$ cat src/rtl/f2c_ring_dma.sv
// f2c_ring_dma: FPGA-to-host DMA engine. Streams 64-bit source QWs into a
// host circular buffer of 2^SLOT_BITS slots (TLP_QWS QWs per slot), posting
// the updated write pointer to a mailbox just past the ring after each slot.
module f2c_ring_dma #(
  parameter int unsigned SLOT_BITS  = 4,
  parameter int unsigned TLP_QWS    = 16,
  parameter int unsigned FIFO_DEPTH = 32
) (
  input  logic                 clk_in,
  input  logic                 reset_in,
  input  logic                 enable_in,
  input  logic [31:0]          base_in,
  input  logic [SLOT_BITS-1:0] rdPtr_in,
  input  logic                 rdPtrWrite_in,
  input  logic [63:0]          srcData_in,
  input  logic                 srcValid_in,
  output logic                 srcReady_out,
  output logic [31:0]          mwrAddr_out,
  output logic [63:0]          mwrData_out,
  output logic                 mwrFirst_out,
  output logic                 mwrLast_out,
  output logic                 mwrValid_out,
  input  logic                 mwrReady_in,
  output logic [SLOT_BITS-1:0] wrPtr_out,
  output logic [31:0]          tlpCount_out,
  output logic                 busy_out
);

  localparam int unsigned AW          = (FIFO_DEPTH > 1) ? $clog2(FIFO_DEPTH) : 1;
  localparam int unsigned LW          = $clog2(FIFO_DEPTH + 1);
  localparam int unsigned BW          = (TLP_QWS > 1) ? $clog2(TLP_QWS) : 1;
  localparam int unsigned ADDR_SHIFT  = $clog2(TLP_QWS) + 3;
  localparam logic [31:0] MBOX_OFFSET = 32'(1) << (SLOT_BITS + ADDR_SHIFT);

  typedef enum logic [1:0] {IDLE, BURST, PTR} state_t;

  state_t                state, state_nxt;
  logic [63:0]           mem [FIFO_DEPTH];
  logic [AW-1:0]         wr_idx, rd_idx;
  logic [LW-1:0]         fifo_level;
  logic                  fifo_full;
  logic                  rdy_q;
  logic                  push, pop;
  logic                  burst_start, burst_done;
  logic [BW-1:0]         beat;
  logic [31:0]           base_q;
  logic [SLOT_BITS-1:0]  wr_ptr, rd_ptr, wr_ptr_inc;
  logic [31:0]           tlp_cnt;
  logic                  ring_full;

  assign fifo_full    = (fifo_level == LW'(FIFO_DEPTH));
  assign srcReady_out = rdy_q & ~fifo_full;
  assign push         = srcValid_in & srcReady_out;
  assign wr_ptr_inc   = wr_ptr + 1'b1;
  assign ring_full    = (wr_ptr_inc == rd_ptr);
  assign wrPtr_out    = wr_ptr;
  assign tlpCount_out = tlp_cnt;

  // Source FIFO storage (no reset needed; occupancy is tracked separately)
  always_ff @(posedge clk_in) begin
    if (push) mem[wr_idx] <= srcData_in;
  end

  // Source FIFO pointers, occupancy and the post-reset ready enable
  always_ff @(posedge clk_in or posedge reset_in) begin
    if (reset_in) begin
      wr_idx     <= '0;
      rd_idx     <= '0;
      fifo_level <= '0;
      rdy_q      <= 1'b0;
    end else begin
      rdy_q <= 1'b1;
      if (push) wr_idx <= (wr_idx == AW'(FIFO_DEPTH - 1)) ? '0 : wr_idx + 1'b1;
      if (pop)  rd_idx <= (rd_idx == AW'(FIFO_DEPTH - 1)) ? '0 : rd_idx + 1'b1;
      case ({push, pop})
        2'b10:   fifo_level <= fifo_level + 1'b1;
        2'b01:   fifo_level <= fifo_level - 1'b1;
        default: fifo_level <= fifo_level;
      endcase
    end
  end

  // FSM state register
  always_ff @(posedge clk_in or posedge reset_in) begin
    if (reset_in) state <= IDLE;
    else          state <= state_nxt;
  end

  // Next state and MWr beat outputs; outputs are zero outside BURST/PTR
  always_comb begin
    state_nxt    = state;
    mwrValid_out = 1'b0;
    mwrFirst_out = 1'b0;
    mwrLast_out  = 1'b0;
    mwrAddr_out  = '0;
    mwrData_out  = '0;
    pop          = 1'b0;
    burst_start  = 1'b0;
    burst_done   = 1'b0;
    busy_out     = (state != IDLE);
    case (state)
      IDLE: begin
        if (enable_in && (fifo_level >= LW'(TLP_QWS)) && !ring_full) begin
          state_nxt   = BURST;
          burst_start = 1'b1;
        end
      end
      BURST: begin
        mwrValid_out = 1'b1;
        mwrFirst_out = (beat == '0);
        mwrLast_out  = (beat == BW'(TLP_QWS - 1));
        mwrAddr_out  = base_q + (32'(wr_ptr) << ADDR_SHIFT);
        mwrData_out  = mem[rd_idx];
        if (mwrReady_in) begin
          pop = 1'b1;
          if (mwrLast_out) begin
            burst_done = 1'b1;
            state_nxt  = PTR;
          end
        end
      end
      PTR: begin
        mwrValid_out = 1'b1;
        mwrFirst_out = 1'b1;
        mwrLast_out  = 1'b1;
        mwrAddr_out  = base_q + MBOX_OFFSET;
        mwrData_out  = 64'(wr_ptr);
        if (mwrReady_in) state_nxt = IDLE;
      end
      default: state_nxt = IDLE;
    endcase
  end

  // Burst bookkeeping: base capture, beat index, ring pointers, TLP counter
  always_ff @(posedge clk_in or posedge reset_in) begin
    if (reset_in) begin
      base_q  <= '0;
      beat    <= '0;
      wr_ptr  <= '0;
      rd_ptr  <= '0;
      tlp_cnt <= '0;
    end else begin
      if (rdPtrWrite_in) rd_ptr <= rdPtr_in;
      if (burst_start) begin
        base_q <= base_in;
        beat   <= '0;
      end else if (pop) begin
        beat <= beat + 1'b1;
      end
      if (state == IDLE && !enable_in) wr_ptr <= '0;
      else if (burst_done)             wr_ptr <= wr_ptr_inc;
      if (burst_done) tlp_cnt <= tlp_cnt + 1'b1;
    end
  end

endmodule

$ cat config.mk
export PLATFORM = sky130hd
export DESIGN_NAME = f2c_ring_dma
export DESIGN_NICKNAME = d
export VERILOG_FILES = /design/src/rtl/f2c_ring_dma.sv
export SDC_FILE = /design/constraint.sdc
export NUM_CORES = 2
export LEC_CHECK = 0
export BUFFER_PORTS_ARGS = -buffer_cell sky130_fd_sc_hd__buf_2
export CAP_MARGIN = 10
export CORE_AREA = 2 2 401 602
export CTS_CLUSTER_SIZE = 40
export DETAILED_ROUTE_END_ITERATION = 12
export DIE_AREA = 0 0 403 604
export MAX_ROUTING_LAYER = met4
export PLACE_DENSITY = 0.49
export SLEW_MARGIN = 20
export SYNTH_ARGS = -nofsm -noshare
export SYNTH_HDL_FRONTEND = slang
export SYNTH_SLANG_ARGS = --single-unit
$ cat constraint.sdc
create_clock -name clk_in -period 5.7 [get_ports clk_in]
set_input_delay 0.57 -clock clk_in [delete_from_list [all_inputs] [get_ports clk_in]]
set_output_delay 0.57 -clock clk_in [all_outputs]
set_load 0.005 [all_outputs]
==> flow_metrics.env <==
export IMPL_status="finished, final reports clean"
export IMPL_ys_types=63
export IMPL_via_per_inst=5.38
export IMPL_worst_ep_arrival_time_ns=4.03
export IMPL_crit_type="flop to output port"
export IMPL_syn_area_um2=83100
export IMPL_grt_max_degree=65
export IMPL_yosysMostFrequentCell="edfxtp_1"
export IMPL_clock_path_buffers=4
export IMPL_cts_sinks=2143
export IMPL_cts_tree="yes"
export IMPL_gr_total_overflow=0
export IMPL_rr_startpoint="fifo_level[0]$_DFFE_PP0P_"
export IMPL_path_buf_inv=3
export IMPL_crit_path_end_kind="output port"
export IMPL_ys_top_cells_by_area="edfxtp_1, mux4_2, dfrtp_1"
export IMPL_drtIter0Drc=3720
export IMPL_drc=0
export IMPL_worstSetupStartpoint="state[1]$_DFFE_PP0P_"
export IMPL_period_share_pct=80.7
export IMPL_drive_gt1_share_pct=32.4
export IMPL_fin_util_pct=40.3
export IMPL_antenna_found_initial=18
export IMPL_crit_fanout=19
export IMPL_fmax_mhz=217
export IMPL_yosysSeqAreaShare_pct=76.9
export IMPL_firstDrtPassIters=5
export IMPL_finalClockSkew_ns=0.0714
export IMPL_cp_slowest_cell="nor2_4"
export IMPL_rsz0062_at_grt="no"
export IMPL_critPathLaunchType="flop"
export IMPL_cts_setup_buffers=0
export IMPL_synth_edf_count=2048
export IMPL_wire_per_inst_um=30.3
export IMPL_critPathTopFamily="simple AND/OR/NAND/NOR gates"
export IMPL_power_leakage_uw=0.0306
export IMPL_start_util_pct=34.8
export IMPL_rr_worst_depth=6
export IMPL_synth_ff_type="edfxtp_1"
export IMPL_synthTopCellsByCount="edfxtp_1, mux4_2, dfrtp_1"
export IMPL_reg2reg_slack_ns=1.53
export IMPL_min_period_ns=4.60
export IMPL_finalWirelength_um=221000
export IMPL_grt_pass1_vias=41400
export IMPL_holdPathStages=1
export IMPL_area_delta_synth_final_pct=15.8
export IMPL_max_cap_violations=0
export IMPL_hold_start="srcData_in[1]"
export IMPL_peakVddDrop_uv=266
export IMPL_die_h_um=604
export IMPL_finalHoldViolations=0
export IMPL_tightest_slew_ns=1.10
export IMPL_track_usage_pct=18.6
export IMPL_die_area_um2=243000
export IMPL_cts_clk_slew_worst_paths_ns=0.07
export IMPL_nets=4154
export IMPL_rows=220
export IMPL_syn_num_nets=3726
export IMPL_synthCells=3595
export IMPL_max_stage_delay_ns=0.85
export IMPL_routabilityCongestion=0.755
export IMPL_insertion_delay_ns=0.87
export IMPL_min_to="mem[11][1]$_DFFE_PP_"
export IMPL_synth_async_reset_ratio_pct=4.43
export IMPL_numCtsBuffers=212
export IMPL_htreeDepth=4
export IMPL_io_pins=243
export IMPL_grt_pass1_wl_um=316000
export IMPL_dp_hpwl_um=116000
export IMPL_powerDensity_nw_per_um2=444
export IMPL_dieWidth_um=403
export IMPL_hold_path_class="primary input to flop"
export IMPL_crit_required_ns=5.13
export IMPL_setup_viol=0
export IMPL_ys_seq_elements=2143
export IMPL_crit_chain="inv_1 > ha_1 > nand2_1 > nor2_4 > buf_12 > a22o_1 > buf_2"
export IMPL_report_final_slew_viol_count=0
export IMPL_fin_setup_tns_ns=0
export IMPL_yosysTopAreaCell="edfxtp_1"
export IMPL_syn_area_per_cell_um2=23.1
export IMPL_core_area_um2=238000
export IMPL_yosys_warnings=0
export IMPL_cts_root_buf="clkbuf_16"
export IMPL_vias=39300
export IMPL_ant_nets=0
export IMPL_slew_headroom_pct=26.8
export IMPL_yosysTopAreaCellShare_pct=74.0
export IMPL_io_buffer_count=242
export IMPL_r2r_end="mem[9][25]$_DFFE_PP_"
==> cell usage in the layout (no fill, tap or decap), drive strengths merged, types with 50 or more instances in the layout <==
master	instances
a21oi	51
dfrtp	95
a22o	62
edfxtp	2048
clkinv	87
clkbuf	251
buf	358
nand2	50
mux4	606
nor2	61
==> cell type report <==
class | count | area, um^2
Clock buffer | 251 | 5490
Sequential cell | 2143 | 63900
Multi-Input combinational cell | 1243 | 18400
Inverter | 23 | 88.8
Timing Repair Buffer | 400 | 3050
Antenna cell | 9 | 22.5
Clock inverter | 130 | 1300
Fill cell | 21000 | 142000
Tap cell | 3108 | 3890
==> repair_timing <==
action | CTS | global route
hold buffers | 42 | 0
hold endpoints to repair | 92 | 0
gates resized for setup | 0 | 0
==> sequential cells by signal, summed over array words and instances (netlist names) <==
name	cells
tlpCount_out	32
rd_ptr	4
wrPtr_out	4
rdy_q	1
base_q	32
state	2
rd_idx	5
fifo_level	6
beat	4
wr_idx	5
mem	2048
==> where the power goes <==
group	switching, uW	total [uW]	internal, uW
clock	6080	14000	7960
sequential	507	18300	17800
combinational	5140	10300	5210
==> through the flow <==
step                total power (uW)  setup slack [ns]  cell area (um^2)  cells  hold slack [ns]
floorplan                      25900              1.24             83100   3595            0.468
global placement               29200              1.60             88800   6872            0.460
detailed placement             29300              1.55             88900   6875            0.457
CTS                            43400             0.926             96100   7298            0.116
global route                   44400             0.849             96200   7307            0.181
finish                         42700              1.10             96200   7307            0.184
==> layer usage <==
layer | global-route usage (%) | up-vias | routed length [um]
met3 | 2.59 | 306 | 9850
met1 | 23.3 | 21800 | 91300
li1 | - | 16200 | -
met5 | - | - | 0
met4 | 4.46 | 0 | 5040
met2 | 32.1 | 1025 | 115000
==> logic make-up after synthesis <==
family / after synthesis / synth area share (%)
other cells: 1 / 0.00451
buf+inv: 209 / 1.23
mux: 689 / 17.5
compound gates: 214 / 1.83
simple gates: 262 / 1.61
flops: 2143 / 76.9
fa+ha+maj: 25 / 0.386
xor+xnor: 52 / 0.548
==> worst max path at each step <==
stage,depth (start not counted),endpoint
2_1_floorplan,7,mem[31][0]$_DFFE_PP_
3_3_place_gp,6,mem[9][24]$_DFFE_PP_
3_5_place_dp,6,mem[9][60]$_DFFE_PP_
4_1_cts,7,mwrData_out[55]
5_1_grt,7,mwrData_out[55]
6_report,7,mwrData_out[55]
No activity file was read; power rests on OpenSTA's default activity.
